$ cat src/rtl/branch_redirect_ctrl_pkg.sv
// rtl/branch_redirect_ctrl_pkg.sv - shared constants for the branch redirect controller
// Holds the FSM state encoding, the default sequential PC increment and
// the helper that word-aligns a fetch address.
package branch_redirect_ctrl_pkg;

    localparam logic [2:0] L_PARAM_BRC_IDLE     = 3'd0;
    localparam logic [2:0] L_PARAM_BRC_FLUSH    = 3'd1;
    localparam logic [2:0] L_PARAM_BRC_REDIRECT = 3'd2;
    localparam logic [2:0] L_PARAM_BRC_IBWAIT   = 3'd3;
    localparam logic [2:0] L_PARAM_BRC_HALT     = 3'd4;

    localparam int unsigned P_PC_INC_DEFAULT = 4;

    // Fetch only ever sees word-aligned addresses.
    function automatic logic [31:0] brc_align(input logic [31:0] addr);
        return {addr[31:2], 2'b00};
    endfunction

endpackage

$ cat src/rtl/branch_redirect_stat.sv
// rtl/branch_redirect_stat.sv - saturating branch / mispredict counter pair
// Ports: clk, rst_n (async active-low), sync_clr (synchronous clear),
//        branch_inc / miss_inc (one-cycle increment strobes),
//        branch_cnt / miss_cnt (counter values, saturate at all-ones).
module branch_redirect_stat #(
    parameter int unsigned P_STAT_W = 32
) (
    input  logic                clk,
    input  logic                rst_n,
    input  logic                sync_clr,
    input  logic                branch_inc,
    input  logic                miss_inc,
    output logic [P_STAT_W-1:0] branch_cnt,
    output logic [P_STAT_W-1:0] miss_cnt
);

    always_ff @(posedge clk or negedge rst_n) begin
        if (!rst_n) begin
            branch_cnt <= '0;
            miss_cnt   <= '0;
        end else if (sync_clr) begin
            branch_cnt <= '0;
            miss_cnt   <= '0;
        end else begin
            if (branch_inc && (branch_cnt != '1)) branch_cnt <= branch_cnt + 1'b1;
            if (miss_inc && (miss_cnt != '1))     miss_cnt   <= miss_cnt + 1'b1;
        end
    end

endmodule

$ cat src/rtl/branch_redirect_ctrl.sv
// rtl/branch_redirect_ctrl.sv - fetch-side branch resolution / redirect / halt controller
// Ports: iCLOCK, inRESET (async active-low), iRESET_SYNC (sync clear);
//        execute event: iEXE_VALID, oEXE_BUSY, iPC, iBRANCH_ADDR, class bits,
//        iPRED_TAKEN, iPRED_ADDR; oFLUSH pulse; redirect handshake
//        oREDIRECT_VALID/oREDIRECT_ADDR/iREDIRECT_READY; interrupt-branch
//        handshake oIB_REQ/iIB_ACK; oHALT with iWAKEUP.
// Optional: MIST32_BRANCH_STAT_EN adds oSTAT_BRANCH / oSTAT_MISS counters.
module branch_redirect_ctrl
    import branch_redirect_ctrl_pkg::*;
#(
    parameter int unsigned P_PC_INC = P_PC_INC_DEFAULT,
    parameter int unsigned P_STAT_W = 32
) (
    input  logic                iCLOCK,
    input  logic                inRESET,
    input  logic                iRESET_SYNC,
    input  logic                iEXE_VALID,
    output logic                oEXE_BUSY,
    input  logic [31:0]         iPC,
    input  logic [31:0]         iBRANCH_ADDR,
    input  logic                iJUMP_VALID,
    input  logic                iNOT_JUMP_VALID,
    input  logic                iIB_VALID,
    input  logic                iIDTS_VALID,
    input  logic                iHALT_VALID,
    input  logic                iPRED_TAKEN,
    input  logic [31:0]         iPRED_ADDR,
    output logic                oFLUSH,
    output logic                oREDIRECT_VALID,
    output logic [31:0]         oREDIRECT_ADDR,
    input  logic                iREDIRECT_READY,
    output logic                oIB_REQ,
    input  logic                iIB_ACK,
    output logic                oHALT,
`ifdef MIST32_BRANCH_STAT_EN
    output logic [P_STAT_W-1:0] oSTAT_BRANCH,
    output logic [P_STAT_W-1:0] oSTAT_MISS,
`endif
    input  logic                iWAKEUP
);

    logic [2:0]  state;
    logic [2:0]  after_flush;   // where FLUSH goes next, chosen at accept time
    logic [31:0] addr_q;

    logic        accept;
    logic        take;
    logic [2:0]  nxt_after;
    logic [31:0] nxt_addr;
    logic        branch_inc;
    logic        miss_inc;
    logic [31:0] seq_pc;

    assign accept = iEXE_VALID && (state == L_PARAM_BRC_IDLE);
    assign seq_pc = iPC + 32'(P_PC_INC);

    // Resolve the winning class; HALT > IB > IDTS > JUMP > NOT_JUMP.
    always_comb begin
        take       = 1'b0;
        nxt_after  = L_PARAM_BRC_REDIRECT;
        nxt_addr   = addr_q;
        branch_inc = 1'b0;
        miss_inc   = 1'b0;
        if (iHALT_VALID) begin
            take      = 1'b1;
            nxt_after = L_PARAM_BRC_HALT;
            nxt_addr  = brc_align(seq_pc);
        end else if (iIB_VALID) begin
            take      = 1'b1;
            nxt_after = L_PARAM_BRC_IBWAIT;
        end else if (iIDTS_VALID) begin
            take      = 1'b1;
            nxt_addr  = brc_align(seq_pc);
        end else if (iJUMP_VALID) begin
            branch_inc = 1'b1;
            if (!iPRED_TAKEN || (iPRED_ADDR != iBRANCH_ADDR)) begin
                take     = 1'b1;
                miss_inc = 1'b1;
                nxt_addr = brc_align(iBRANCH_ADDR);
            end
        end else if (iNOT_JUMP_VALID) begin
            branch_inc = 1'b1;
            if (iPRED_TAKEN) begin
                take     = 1'b1;
                miss_inc = 1'b1;
                nxt_addr = brc_align(seq_pc);
            end
        end
    end

    always_ff @(posedge iCLOCK or negedge inRESET) begin
        if (!inRESET) begin
            state       <= L_PARAM_BRC_IDLE;
            after_flush <= L_PARAM_BRC_IDLE;
            addr_q      <= '0;
        end else if (iRESET_SYNC) begin
            state       <= L_PARAM_BRC_IDLE;
            after_flush <= L_PARAM_BRC_IDLE;
            addr_q      <= '0;
        end else begin
            case (state)
                L_PARAM_BRC_IDLE: begin
                    if (accept && take) begin
                        state       <= L_PARAM_BRC_FLUSH;
                        after_flush <= nxt_after;
                        addr_q      <= nxt_addr;
                    end
                end
                L_PARAM_BRC_FLUSH:    state <= after_flush;
                L_PARAM_BRC_REDIRECT: if (iREDIRECT_READY) state <= L_PARAM_BRC_IDLE;
                L_PARAM_BRC_IBWAIT:   if (iIB_ACK)         state <= L_PARAM_BRC_IDLE;
                L_PARAM_BRC_HALT:     if (iWAKEUP)         state <= L_PARAM_BRC_REDIRECT;
                default:              state <= L_PARAM_BRC_IDLE;
            endcase
        end
    end

    // Outputs decode straight from state so an async reset clears them at once.
    assign oEXE_BUSY       = (state != L_PARAM_BRC_IDLE);
    assign oFLUSH          = (state == L_PARAM_BRC_FLUSH);
    assign oREDIRECT_VALID = (state == L_PARAM_BRC_REDIRECT);
    assign oIB_REQ         = (state == L_PARAM_BRC_IBWAIT);
    assign oHALT           = (state == L_PARAM_BRC_HALT);
    assign oREDIRECT_ADDR  = addr_q;

`ifdef MIST32_BRANCH_STAT_EN
    branch_redirect_stat #(
        .P_STAT_W (P_STAT_W)
    ) u_stat (
        .clk        (iCLOCK),
        .rst_n      (inRESET),
        .sync_clr   (iRESET_SYNC),
        .branch_inc (accept && branch_inc),
        .miss_inc   (accept && miss_inc),
        .branch_cnt (oSTAT_BRANCH),
        .miss_cnt   (oSTAT_MISS)
    );
`else
    localparam int unsigned L_UNUSED_STAT_W = P_STAT_W;
    logic unused_stat;
    assign unused_stat = branch_inc ^ miss_inc;
`endif

endmodule

$ cat config.mk
export PLATFORM = sky130hd
export DESIGN_NAME = branch_redirect_ctrl
export DESIGN_NICKNAME = d
export VERILOG_FILES = /design/src/rtl/branch_redirect_ctrl_pkg.sv /design/src/rtl/branch_redirect_stat.sv /design/src/rtl/branch_redirect_ctrl.sv
export SDC_FILE = /design/constraint.sdc
export NUM_CORES = 1
export LEC_CHECK = 0
export BUFFER_PORTS_ARGS = -buffer_cell sky130_fd_sc_hd__buf_4
export CAP_MARGIN = 20
export CORE_MARGIN = 5
export CORE_UTILIZATION = 52
export DETAILED_ROUTE_END_ITERATION = 10
export PLACE_DENSITY_LB_ADDON = 0.05
export SLEW_MARGIN = 20
export SYNTH_ARGS = -nofsm -noshare
export SYNTH_HDL_FRONTEND = slang
export SYNTH_HIERARCHICAL = 1
export SYNTH_SLANG_ARGS = --single-unit
$ cat constraint.sdc
create_clock -name iCLOCK -period 4.19 [get_ports iCLOCK]
set_input_delay 0.419 -clock iCLOCK [delete_from_list [all_inputs] [get_ports iCLOCK]]
set_output_delay 0.419 -clock iCLOCK [all_outputs]
set_load 0.01 [all_outputs]
# Word level (Yosys, flattened, before mapping)
# Index checks and enable logic that the tools add are counted.
word_totals:
  ff_bits: 38
  input_bits: 109
  output_inout_bits: 37
  word_cells: 56
op_classes:
  add_sub_neg: 1
  n_eq_ne: 11
  mux: 28
  n_reduce_logical: 13
op_table:
  columns: ["op", "n"]
  rows:
  - ["$mux 32", 10]
  - ["$add 32x3->32 const B", 1]
  - ["$ne 32x32->1", 1]
  - ["$mux 3", 9]
  - ["$ne 3x2->1 const B", 5]
  - ["$pmux 3 s5", 1]
  - ["$reduce_bool 5->1", 2]
  - ["$mux 1", 8]
  - ["$eq 3x2->1 const B", 2]
  - ["$reduce_and 6->1", 1]
  - ["$ne 5x2->1 const B", 1]
  - ["$reduce_and 4->1", 1]
  - ["$reduce_bool 2->1", 2]
  - ["$eq 3x1->1 const B", 1]
  - ["$eq 3x3->1 const B", 1]
  - ["$logic_not 3->1", 1]
  - ["$reduce_bool 3->1", 1]
  - ["$logic_and 1x1->1", 2]
  - ["$reduce_and 2->1", 1]
  - ["$logic_not 1->1", 1]
  - ["$logic_or 1x1->1", 1]

# Logic depth before layout (Yosys ltp)
depth:
  ltp_word: 11
  mapped_depth: 8
  mapped_depth_nobuf: 7

# Worst setup path before layout
# No wires, ideal clock.
synth_timing:
  path_type: "input port to flip-flop"
  start: "in iPC[2]"
  end: "reg addr_q[20] (netlist: oREDIRECT_ADDR[20])"
  t_arrival_ns: 2.188
  setup_slack_ns: 1.928
  stages: 7
  path_buffers: 1
  cell_sequence: "ha_1 > nand4_2 > or4_4 > buf_6 > or3_1 > a311o_1 > o21ai_2"
synth_via:
  elab_chain_cells: 10
synth_rtl:
  columns: ["element", "line_no", "source"]
  rows:
  - ["start, declared", "branch_redirect_ctrl.sv:19", "input logic [31:0] iPC,"]
  - ["$add 32x3->32 *", "branch_redirect_ctrl.sv:55", "assign seq_pc = iPC + 32'(P_PC_INC);"]
  - ["$mux 32", "branch_redirect_ctrl.sv:83", "if (iPRED_TAKEN) begin"]
  - ["$mux 32", "branch_redirect_ctrl.sv:81", "end else if (iNOT_JUMP_VALID) begin"]
  - ["$mux 32", "branch_redirect_ctrl.sv:74", "end else if (iJUMP_VALID) begin"]
  - ["$mux 32", "branch_redirect_ctrl.sv:71", "end else if (iIDTS_VALID) begin"]
  - ["$mux 32", "branch_redirect_ctrl.sv:68", "end else if (iIB_VALID) begin"]
  - ["$mux 32 *", "branch_redirect_ctrl.sv:64", "if (iHALT_VALID) begin"]
  - ["$mux 32 *", "branch_redirect_ctrl.sv:103", "if (accept && take) begin"]
  - ["$mux 32 *", "branch_redirect_ctrl.sv:101", "case (state)"]
  - ["$mux 32 *", "branch_redirect_ctrl.sv:96", "end else if (iRESET_SYNC) begin"]
  - ["end signal, assigned", "branch_redirect_ctrl.sv:106", "addr_q <= nxt_addr;"]
  - ["end, declared", "branch_redirect_ctrl.sv:44", "logic [31:0] addr_q;"]
# Mark *: on every way between the ends. The rest lies on a longest branch, timed or not. The select of a mux whose other input is x is not followed.
# A chain may end at the register's enable or synchronous reset.

# Worst setup path in the final report
layout_timing:
  start: "in iBRANCH_ADDR[22]"
  end: "reg addr_q[28] (netlist: oREDIRECT_ADDR[28])"
layout_via:
  elab_chain_cells: 10
layout_rtl:
  columns: ["element", "line_no", "source"]
  rows:
  - ["start, declared", "branch_redirect_ctrl.sv:20", "input logic [31:0] iBRANCH_ADDR,"]
  - ["$ne 32x32->1 *", "branch_redirect_ctrl.sv:76", "if (!iPRED_TAKEN || (iPRED_ADDR != iBRANCH_ADDR)) begin"]
  - ["$logic_or 1x1->1 *", "branch_redirect_ctrl.sv:76", null]
  - ["$mux 1", null, null]
  - ["$mux 1", "branch_redirect_ctrl.sv:74", null]
  - ["$mux 1", "branch_redirect_ctrl.sv:71", null]
  - ["$mux 1", "branch_redirect_ctrl.sv:68", null]
  - ["$mux 1", "branch_redirect_ctrl.sv:64", null]
  - ["$logic_and 1x1->1", "branch_redirect_ctrl.sv:103", null]
  - ["$reduce_bool 2->1 (no source line)", null, null]
  - ["$reduce_and 6->1 (no source line) *", null, null]
# Mark *: on every way between the ends. The rest lies on a longest branch, timed or not.

==> flow_summary_export.csv <==
group,metric,value,unit
status,status,"finished clean",
clocking,ctsHoldBuffers,0,
route,drt_iter0_markers,238,
synthesis,seq_area_frac_synth,27.54,%
worst_setup_path,r2r_start,"state[0]$_DFFE_PN0P_",
route,first_pass_iters,4,
die,ioPinCount,146,
die,row_count,28,
clocking,numCtsBuffers,5,
clocking,insertion_delay,0.29,ns
timing,tns,0,ns
worst_setup_path,slowest_stage,"nor4_4",
die,initial_core_util,54.28,%
clocking,cts_tree,"yes",
worst_setup_path,worst_setup_path_start_kind,"primary input",
clocking,clockRootBuffer,"clkbuf_8",
worst_setup_path,rr_endpoint,"oREDIRECT_ADDR[28]$_DFFE_PN0P_",
power,ir_worst_vdd,159.6,uV
clocking,cts_setup_buffers,0,
layout,nNetsFinal,636,
synthesis,ys_ff_latch,36,
power,leakage,1.977,nW
clocking,clock_sinks,36,
worst_setup_path,rrSetupSlack,1.87,ns
synthesis,yosysWarnings,6,
synthesis,yosysMostFrequentCell,"nor2_1",
synthesis,netlist_top_cells_area,"dfrtp_1 28%, xnor2_1 9.4%, a211o_1 5.4%",
placement,preCtsSetupSlack,1.186,ns
synthesis,netlist.area_leader.share,27.54,%
grt,grt.total_usage,27.54,%
grt,grt_max_degree,66,
synthesis,yosys.area.top_type,"dfrtp_1",
grt,grt_pass1_vias,3463,
route,finalWirelength,10.81,mm
synthesis,ys_top_cells_by_count,"41 x nor2_1, 36 x dfrtp_1, 35 x xnor2_1",
layout,drive_above_1_share,31.50,%
worst_setup_path,cp-startpoint,"iBRANCH_ADDR[22]",
grt,grt_first_pass_wirelength,16.87,mm
route,wire_per_inst,17.96,um
clocking,clk_path_buf_depth,2,
timing,period_share,64.97,%
layout,design_area,0.004384,mm2
worst_setup_path,end_kind,"flip-flop",
route,vias,3612,
timing,hold_violations,0,
placement,hpwl,8.327,mm
clocking,clkSlewWorstSetupHoldPaths,0.08,ns
placement,port-buffer-count,141,
clocking,cts_resized,0,
worst_setup_path,cp.depth,7,
grt,overflow,0,
worst_setup_path,critical_path.top_delay_family,"simple AND/OR/NAND/NOR gates",
layout,area_delta_synth_final,34.05,%
worst_setup_path,cp-endpoint,"oREDIRECT_ADDR[28]$_DFFE_PN0P_",
synthesis,synthCells,402,
grt,antenna_found_initial,0,
worst_hold_path,hp-class,"in2async",
route,postRouteAntennaNets,0,
die,die_x,89.31,um
timing,worst_slack,1.468,ns
route,vias_per_cell,6.000,
timing,slew_viol_final,0,
route,remaining_drc_errors,0,
worst_setup_path,path_class,"in2reg",
worst_setup_path,critPathMaxFanout,25,
synthesis,synthFlopType,"dfrtp_1",
timing,tightest_slew,0.8714,ns
worst_setup_path,path_cells,"buf_4 > xnor2_1 > nand4_1 > or4_1 > nor4_4 > or2b_4 > o21ai_1",
worst_setup_path,worstRegToRegCells,6,
timing,grt_setup_unrepaired,"no",
timing,fmax,367.3,MHz
placement,placed_area,0.004258,mm2
clocking,htree_levels,2,
placement,place.gp.congestion,0.9262,
die,die_area,0.007975,mm2
die,chipHeight,89.31,um
worst_setup_path,required,4.36,ns
flow_run,max-cap-violations,0,
layout,fill_cells,484,
synthesis,synthArstFlopShare,100.0,%
synthesis,avgSynthCellArea,8.136,um2
worst_setup_path,crit_arrival,2.89,ns
timing,finalSetupViolations,0,
synthesis,synth_edf_count,0,
timing,slew_headroom,41.47,%
power,p_per_area,251.9,mW/mm2
timing,min_period,2.722,ns
worst_setup_path,cpPeakStageDelay,0.77,ns
synthesis,syn_area,0.003271,mm2
layout,diodes,0,
synthesis,synth_cell_types,49,
timing,finalClockSkew,0.004585,ns
die,core-area,0.006026,mm2
worst_setup_path,path_buf_inv,1,
## worst min-delay path by stage
stage / slack (ns) / startpoint / endpoint / cells past startpoint
2_1_floorplan: 0.12 / inRESET / after_flush[0]$_DFFE_PN0P_ / 0
3_3_place_gp: 0.41 / inRESET / state[1]$_DFFE_PN0P_ / 1
3_5_place_dp: 0.42 / inRESET / state[1]$_DFFE_PN0P_ / 1
4_1_cts: 0.1 / inRESET / oREDIRECT_ADDR[15]$_DFFE_PN0P_ / 1
5_1_grt: 0.12 / inRESET / oREDIRECT_ADDR[23]$_DFFE_PN0P_ / 1
6_report: 0.09 / inRESET / oREDIRECT_ADDR[16]$_DFFE_PN0P_ / 1
## through the flow
stage	util [%]	power, mW	cells	hold slack (ns)
after floorplan	-	0.5781	403	0.1234
after global placement	70.66	0.7549	594	0.4055
after detailed placement	70.66	0.7622	594	0.4168
after CTS	72.76	1.108	602	0.09937
after global routing	72.76	1.162	602	0.1189
final	72.76	1.105	602	0.08711
## kinds of logic after synthesis
| kind of cell | synth area share, % |
|---|---|
| XOR/XNOR | 14.46 |
| multiplexers | 0.6121 |
| AND/OR/NAND/NOR | 26.78 |
| buffers and inverters | 7.192 |
| flip-flops | 27.54 |
| adder cells (fa/ha/maj) | 0.3825 |
| AO/OA/AOI/OAI | 22.92 |
| other | 0.1147 |
## area by class of cell
class                      count  area, um2  area share, %
multi-input combinational    328       2141          48.83
timing repair buffer         144       1081          24.66
sequential                    36      900.9          20.55
clock buffer                   7      96.34          2.197
tap                           75      93.84          2.140
inverter                      11      41.29         0.9418
clock inverter                 1      30.03         0.6849
## layout by cell type, fill, tap and decap left out, types with 2 or more instances in the layout
master / synthesis / layout
buf_4: 2 / 144
nor2_1: 41 / 41
dfrtp_1: 36 / 36
xnor2_1: 35 / 35
nand2_1: 30 / 29
o21ai_1: 26 / 26
a21oi_1: 22 / 22
a211o_1: 20 / 20
xor2_1: 19 / 19
nor3b_1: 16 / 16
nand3_1: 14 / 14
a2bb2oi_1: 14 / 14
inv_1: 11 / 11
nand4_1: 10 / 10
o21ai_0: 9 / 9
or3_1: 9 / 9
nor4_1: 8 / 8
nor3_1: 7 / 7
clkbuf_8: 5 / 7
a311o_1: 6 / 6
and3_1: 5 / 5
nor3_2: 5 / 5
or4_1: 3 / 3
o21a_1: 3 / 3
a221o_1: 3 / 3
and2_1: 2 / 2
nand3_2: 2 / 2
mux2i_1: 2 / 2
conb_1: 1 / 2
## sequential cells by signal, indices dropped and copies added (netlist names)
register        flops
after_flush         3
state               3
oREDIRECT_ADDR     30
## where the power goes
group / switching (mW) / internal, mW / leakage, nW / total (mW)
sequential: 0.0231 / 0.375 / 0.487 / 0.398
combinational: 0.181 / 0.181 / 1.43 / 0.361
clock: 0.135 / 0.210 / 0.0645 / 0.345
total: 0.339 / 0.766 / 1.98 / 1.10
## routing by layer
metal	GRT usage [%]	up-vias	part of all wire [%]
li1	-	1703	-
met1	38.25	1679	40
met2	43.47	206	48
met3	4.055	24	8.9
met4	10.01	0	2.9
met5	0	-	0
Note: power is estimated with default switching activity, not from simulation.
